$ cat src/rtl/l2_bank_req_buffer.sv
// ---------------------------------------------------------------------------
// l2_bank_req_buffer
//
// Two-entry in-order request buffer between the root of the L2 request fan-in
// tree and a single L2 SRAM bank. Requests are accepted from the fan-in side,
// presented to the bank from the head entry, and a response (valid, ID, read
// data) is returned one cycle after each bank grant.
//
// Handshake semantics (both sides are req/gnt):
//   - Upstream: a request transfers in any cycle where data_req_i and
//     data_gnt_o are both high. data_gnt_o depends only on data_req_i and
//     the buffer occupancy, never on mem_gnt_i.
//   - Downstream: the head entry transfers in any cycle where mem_req_o and
//     mem_gnt_i are both high. mem_req_o stays high while any entry is held.
//
// Ports:
//   clk, rst         clock, asynchronous active-high reset
//   data_*_i         request from the fan-in root (add, wen, wdata, wtag, be, ID)
//   data_gnt_o       request accepted this cycle
//   mem_req_o        head entry valid towards the bank
//   mem_*_o          head entry fields
//   mem_gnt_i        bank accepted the head entry
//   mem_rdata_i      bank read data, valid the cycle after a grant
//   data_r_valid_o   response valid (reads and writes)
//   data_r_ID_o      response ID
//   data_r_rdata_o   response read data
//   stall_cnt_o      (only with L2_REQ_BUF_STATS_EN) saturating count of
//                    cycles with mem_req_o high and mem_gnt_i low
//
// Optional feature macro: L2_REQ_BUF_STATS_EN
// ---------------------------------------------------------------------------
module l2_bank_req_buffer #(
    parameter int ADDR_WIDTH = 32,
    parameter int ID_WIDTH   = 16,
    parameter int DATA_WIDTH = 64,
    parameter int BE_WIDTH   = DATA_WIDTH / 8,
    parameter int TAG_WIDTH  = DATA_WIDTH / 8
) (
    input  logic                  clk,
    input  logic                  rst,
    input  logic                  data_req_i,
    input  logic [ADDR_WIDTH-1:0] data_add_i,
    input  logic                  data_wen_i,
    input  logic [DATA_WIDTH-1:0] data_wdata_i,
    input  logic [TAG_WIDTH-1:0]  data_wtag_i,
    input  logic [BE_WIDTH-1:0]   data_be_i,
    input  logic [ID_WIDTH-1:0]   data_ID_i,
    output logic                  data_gnt_o,
    output logic                  mem_req_o,
    output logic [ADDR_WIDTH-1:0] mem_add_o,
    output logic                  mem_wen_o,
    output logic [DATA_WIDTH-1:0] mem_wdata_o,
    output logic [TAG_WIDTH-1:0]  mem_wtag_o,
    output logic [BE_WIDTH-1:0]   mem_be_o,
    input  logic                  mem_gnt_i,
    input  logic [DATA_WIDTH-1:0] mem_rdata_i,
    output logic                  data_r_valid_o,
    output logic [ID_WIDTH-1:0]   data_r_ID_o,
    output logic [DATA_WIDTH-1:0] data_r_rdata_o
`ifdef L2_REQ_BUF_STATS_EN
    ,
    output logic [15:0]           stall_cnt_o
`endif
);

    // Entry storage; intentionally not reset, occupancy is tracked by count_q.
    logic [ADDR_WIDTH-1:0] add_q   [2];
    logic                  wen_q   [2];
    logic [DATA_WIDTH-1:0] wdata_q [2];
    logic [TAG_WIDTH-1:0]  wtag_q  [2];
    logic [BE_WIDTH-1:0]   be_q    [2];
    logic [ID_WIDTH-1:0]   id_q    [2];

    logic [1:0]          count_q, count_d;
    logic                wptr_q, wptr_d;
    logic                rptr_q, rptr_d;
    logic                r_valid_q, r_valid_d;
    logic [ID_WIDTH-1:0] r_id_q, r_id_d;

    logic push;
    logic pop;

    // When full no push happens, even if the head pops in the same cycle.
    assign data_gnt_o = data_req_i & (count_q != 2'd2);
    assign push       = data_req_i & data_gnt_o;
    assign mem_req_o  = (count_q != 2'd0);
    assign pop        = mem_req_o & mem_gnt_i;

    assign mem_add_o   = add_q[rptr_q];
    assign mem_wen_o   = wen_q[rptr_q];
    assign mem_wdata_o = wdata_q[rptr_q];
    assign mem_wtag_o  = wtag_q[rptr_q];
    assign mem_be_o    = be_q[rptr_q];

    always_comb begin
        count_d   = count_q;
        wptr_d    = wptr_q;
        rptr_d    = rptr_q;
        r_valid_d = pop;
        r_id_d    = r_id_q;
        if (push) begin
            wptr_d = ~wptr_q;
        end
        if (pop) begin
            rptr_d = ~rptr_q;
            r_id_d = id_q[rptr_q];
        end
        case ({push, pop})
            2'b10:   count_d = count_q + 2'd1;
            2'b01:   count_d = count_q - 2'd1;
            default: count_d = count_q;
        endcase
    end

    always_ff @(posedge clk or posedge rst) begin
        if (rst) begin
            count_q   <= 2'd0;
            wptr_q    <= 1'b0;
            rptr_q    <= 1'b0;
            r_valid_q <= 1'b0;
            r_id_q    <= '0;
        end else begin
            count_q   <= count_d;
            wptr_q    <= wptr_d;
            rptr_q    <= rptr_d;
            r_valid_q <= r_valid_d;
            r_id_q    <= r_id_d;
        end
    end

    always_ff @(posedge clk) begin
        if (push) begin
            add_q[wptr_q]   <= data_add_i;
            wen_q[wptr_q]   <= data_wen_i;
            wdata_q[wptr_q] <= data_wdata_i;
            wtag_q[wptr_q]  <= data_wtag_i;
            be_q[wptr_q]    <= data_be_i;
            id_q[wptr_q]    <= data_ID_i;
        end
    end

    assign data_r_valid_o = r_valid_q;
    assign data_r_ID_o    = r_id_q;
    // Bank data arrives the cycle after grant, aligned with the response valid.
    assign data_r_rdata_o = r_valid_q ? mem_rdata_i : '0;

`ifdef L2_REQ_BUF_STATS_EN
    logic [15:0] stall_cnt_q, stall_cnt_d;

    always_comb begin
        stall_cnt_d = stall_cnt_q;
        if (mem_req_o && !mem_gnt_i && (stall_cnt_q != 16'hFFFF)) begin
            stall_cnt_d = stall_cnt_q + 16'd1;
        end
    end

    always_ff @(posedge clk or posedge rst) begin
        if (rst) begin
            stall_cnt_q <= 16'd0;
        end else begin
            stall_cnt_q <= stall_cnt_d;
        end
    end

    assign stall_cnt_o = stall_cnt_q;
`endif

endmodule

$ cat config.mk
export PLATFORM = sky130hd
export DESIGN_NAME = l2_bank_req_buffer
export DESIGN_NICKNAME = d
export VERILOG_FILES = /design/src/rtl/l2_bank_req_buffer.sv
export SDC_FILE = /design/constraint.sdc
export NUM_CORES = 1
export LEC_CHECK = 0
export ABC_CLOCK_PERIOD_IN_PS = 12300
export BUFFER_PORTS_ARGS = -buffer_cell sky130_fd_sc_hd__buf_2
export CAP_MARGIN = 20
export CORE_AREA = 2 2 153 155
export DETAILED_ROUTE_END_ITERATION = 10
export DIE_AREA = 0 0 155 157
export HOLD_SLACK_MARGIN = 0.08
export PLACE_DENSITY = 0.76
export SLEW_MARGIN = 0
export SYNTH_ARGS = -nofsm -noshare
export SYNTH_HDL_FRONTEND = slang
export SYNTH_SLANG_ARGS = --single-unit
$ cat constraint.sdc
create_clock -name clk -period 12.3 [get_ports clk]
set_input_delay 0.615 -clock clk [delete_from_list [all_inputs] [get_ports clk]]
set_output_delay 0.615 -clock clk [all_outputs]
set_load 0.01 [all_outputs]
* After elaboration in Yosys (flattened, before gate mapping)
Memory sizes are Yosys's and may differ from the RTL's. A register that Yosys moved wholly into a read port is not among the register bits.
Index checks and enable logic that the tools add are counted.
** Cells by class
- Add/subtract/negate cells :: 2
- Equality and inequality tests :: 3
- Mux-type cells :: 4
- Bitwise gates (word level) :: 5
- Reduce and logical (&&, ||, !) cells :: 2
** Operators by type and width (number)
- 64-bit two-way mux :: 1
- 2-bit case mux with 2 select lines :: 1
- 2-bit nonzero test :: 2
- 1-bit bitwise AND :: 3
- 2-bit by 1-bit adder with 2-bit output, second input constant :: 1
- 2-bit by 1-bit == test with 1-bit output, second input constant :: 1
- 2-bit == test, second input constant :: 1
- 1-bit two-way mux :: 2
- 2-bit inequality test, second input constant :: 1
- 1-bit inverter :: 2
- 2-bit by 1-bit subtractor with 2-bit output, second input constant :: 1
** Word-level totals
- Register bits :: 5
- RAM bits :: 258
- Input bits :: 197
- Word-level logic and storage cells :: 26
- Memories kept :: 6
** Memory list
- wdata_q :: words 2, width 64, read ports 1, clocked after Yosys merged registers in 0, write ports 1, line 69 : logic [DATA_WIDTH-1:0] wdata_q [2];
- add_q :: words 2, width 32, read ports 1, clocked after Yosys merged registers in 0, write ports 1, line 67 : logic [ADDR_WIDTH-1:0] add_q [2];
- id_q :: words 2, width 16, read ports 1, clocked after Yosys merged registers in 1, write ports 1, line 72 : logic [ID_WIDTH-1:0] id_q [2];
- be_q :: words 2, width 8, read ports 1, clocked after Yosys merged registers in 0, write ports 1, line 71 : logic [BE_WIDTH-1:0] be_q [2];
- wtag_q :: words 2, width 8, read ports 1, clocked after Yosys merged registers in 0, write ports 1, line 70 : logic [TAG_WIDTH-1:0] wtag_q [2];
- wen_q :: words 2, width 1, read ports 1, clocked after Yosys merged registers in 0, write ports 1, line 68 : logic wen_q [2];

* Longest topological paths before layout
- Depth after elaboration :: 5
- Mapped depth :: 7
- Gate-level depth less buffers :: 6

* Worst setup path after synthesis
Ideal clock, no wire load.
- Path kind :: input to register
- Start point :: input data_req_i
- End point :: memory add_q[0][0], enable pin
- Library setup time :: 0.619 ns
- Arrival :: 6.129 ns
- Path slack :: 5.551 ns
- Stages on the path :: 2
- Cell sequence :: o21ai_1 nor2_1
** On the way
- Longest elaborated chain between the ends :: 4
** RTL lines
- from (decl) :: line 41 : input logic data_req_i,
- 1-bit bitwise AND :: line 84 : assign data_gnt_o = data_req_i & (count_q != 2'd2);
- 1-bit bitwise AND * :: line 85 : assign push = data_req_i & data_gnt_o;
- 1-bit two-way mux * :: line 132 : if (push) begin
- 1-bit two-way mux (not written as such) * :: line 133 : add_q[wptr_q] <= data_add_i;
- to (decl) :: line 67
Mark *: on every way between the ends. The rest lies on a longest branch, timed or not.

* Worst setup path in the final report
- Start point :: register rptr_q
- End point :: output mem_wdata_o[16]
** On the way
- Longest elaborated chain between the ends :: 1
** RTL lines
- from (decl) :: line 76 : logic rptr_q, rptr_d;
- from (signal assigned) :: line 125 : rptr_q <= rptr_d;
- memory read 2 x 64 bit
- to (decl) :: line 52 : output logic [DATA_WIDTH-1:0] mem_wdata_o,
Every way passes these cells.

==> out/results.ini <==
[run_status]
run_status=completed

[routing]
route.detailed.vias_per_inst=4.96
detail_route.wirelength_um=26100
detail_route.iter0.violations=286
first_pass_iters=4
drt.antenna.violating_nets=0
vias=6261
drc_errors=0
route.detailed.wl_per_inst_um=20.7

[worst_setup_path]
worstReg2RegEnd=wdata_q[0][46]
criticalPathCategory=flip-flop to primary output
crit_required_ns=11.69
cpPeakStageDelay_ns=0.90
crit_arrival_ns=2.74
r2r_setup_slack_ns=9.46
setup.worst_path.start_class=flip-flop
critPathMaxFanout=66
endpoint_type_of_the_worst_setup_path=primary output
path_delay_family=flip-flops
path_buf_inv=3
crit_chain=buf_4, buf_16, mux2_2, buf_2
timing.reg2reg.worst_path_depth=4
crit-reg2reg-launch=count_q[0]
startpoint=rptr_q
crit_slowest_cell=dfrtp_4

[synthesis]
synth_seq_area_share=0.784
combinational_family_with_the_most_area_after_synthesis=multiplexers
synthTopCellsByArea=edfxtp_1, mux2_2, dfrtp_1
synth.ff_latch_count=279
synth_mux_area_frac=0.137
yosys_most_used_dff=edfxtp_1
synthesized_area_fraction_occupied_by_adder_cells=0.00119
synth_commonest_cells=edfxtp_1, mux2_2, and2_1
yosysWarnings=0
post_synth_xor_xnor_area=0.00415
postSynthCellCount=546
synthDominantCellAreaShare=0.734
synth_largest_area_cell=edfxtp_1
yosysUniqueCellTypes=19
async_sr_flop_fraction=0.0753
synth_edf_count=258
netlist_area_mm2=0.0106
yosys.area_share.simple=0.0453
avgSynthCellArea_um2=19.3
synth_fp_nets=744
yosys.cell_count.top_type=edfxtp_1
synth_compound_area_frac=0.00889

[floorplanning]
die_y_um=157
ioPinCount=393
die_w_um=155
floorplan.rows=55
floorplan.core_area_mm2=0.0225
starting_utilization_of_the_core_area=0.469
area_of_the_die_mm2=0.0243

[timing]
whs_ns=0.263
max_freq_mhz=298
rsz0062_at_grt=no
totalNegativeSetupSlack_ns=0
setup_viol_count_final=0
hold_viol_final=0
worstMarginPinSlew_ns=0.960
final.setup_skew_ns=0.0134
min_period_over_period=0.273
final.min_clock_period_ns=3.36
slew_headroom=0.359
final-max-slew-violation-count=0

[hold_path]
worst_hold_path_type=input pin to flip-flop
hold_depth=1
hold_path.startpoint=data_wdata_i[36]
hold_end=wdata_q[1][36]

[global_route]
antenna_found_initial=6
grt_max_degree=77
grt_pass1_wl_um=37700
grt_overflow_total=0
groute.usage.overall=0.206
first_global_vias=6467

[power]
cellLeakagePower_nw=5.62
power.density_cell_area_mw_per_mm2=235
power.ir.vdd_worst_mv=0.147
finalPower_mw=3.22

[final_layout]
post_route_insts_no_fill=1262
layout.cell_area.non_filler_mm2=0.0137
area_delta_synth_final_pct=30.3
layout.nets=1149
layout-drive-gt1-share=0.577

[place]
globalplace.congestion=0.891
placed_cells_incl_taps=1205
hpwl_um=19000
placed_area_mm2=0.0128
placement.io_buffers=392

[clock_network]
ctsLongestPathBuffers=3
clock_tree.root_cell=clkbuf_16
cts_num_sinks=279
clock_tree.htree_level_count=1
cts_tree=done
postCtsHoldBufs=0
clock_insertion_delay_worst_skew_ns=0.54
cts_post_setup_buffers_inserted=0
clk_pin_slew_ns=0.06
cts_repair_resize_count=0
numCtsBuffers=28

[flow_run]
max_capacitance_violation_count=0

final cells by class:
class,count,area [µm²]
fill,1720,8760
sequential,279,8280
multi-input combinational,237,2090
timing repair buffer,400,2040
clock buffer,32,716
tap,285,357
clock inverter,19,236
inverter,5,18.8
antenna,5,12.5
power by group:
group | switching (mW) | total, mW | internal [mW]
Combinational | 0.530 | 0.958 | 0.428
Sequential | 0.0949 | 1.40 | 1.31
Clock | 0.342 | 0.865 | 0.523
Total | 0.967 | 3.22 | 2.26
through the flow:
| stage | utilization | setup WS [ns] |
|---|---|---|
| 6_report | 0.611 | 8.94 |
| 5_1_grt | 0.611 | 8.82 |
| 4_1_cts | 0.609 | 8.58 |
| 3_5_place_dp | 0.567 | 9.14 |
| 3_3_place_gp | 0.567 | 9.12 |
| 2_1_floorplan | - | 5.55 |
cell usage in the layout, fill, tap and decap left out, types with 2 or more instances in the layout:
| cell | count |
|---|---|
| clkbuf_1 | 4 |
| nor2_4 | 2 |
| edfxtp_1 | 258 |
| inv_1 | 5 |
| mux2_4 | 3 |
| diode_2 | 5 |
| buf_4 | 7 |
| xnor2_1 | 5 |
| clkinv_1 | 4 |
| o21ai_1 | 17 |
| dfrtp_1 | 20 |
| and2_1 | 64 |
| clkbuf_16 | 28 |
| clkinv_2 | 6 |
| bufinv_16 | 5 |
| nand2_1 | 16 |
| buf_2 | 392 |
| mux2_2 | 110 |
| mux2i_1 | 16 |
layer usage:
metal,up-vias,global-route usage,share of wire
li1,2884,-,-
met1,3032,0.228,0.36
met2,290,0.362,0.51
met3,53,0.0655,0.086
met4,2,0.100,0.048
met5,-,0,0.00050
registers in the layout, indices dropped and copies added (netlist names):
register and cells:
id_q 32, count_q 2, wen_q 2, be_q 16, rptr_q 1, wptr_q 1, wtag_q 16, wdata_q 128
data_r_ID_o 16, add_q 64, data_r_valid_o 1
how the worst max path moves through the flow:
| stage | end | slack [ns] | cells past startpoint |
|---|---|---|---|
| final | mem_wdata_o[16] | 8.94 | 4 |
| after global routing | mem_wtag_o[0] | 8.82 | 4 |
| after CTS | mem_wtag_o[0] | 8.58 | 3 |
| after detailed placement | wdata_q[0][32] | 9.14 | 5 |
| after global placement | wdata_q[1][34] | 9.12 | 5 |
| after floorplan | add_q[0][0] | 5.55 | 2 |
kinds of logic after synthesis:
| kind of cell | after synthesis |
|---|---|
| AO/OA/AOI/OAI | 18 |
| adder cells (fa/ha/maj) | 1 |
| flip-flops | 279 |
| XOR/XNOR | 5 |
| buffers and inverters | 30 |
| AND/OR/NAND/NOR | 84 |
| multiplexers | 129 |
Note: power is estimated with default switching activity, not from simulation.
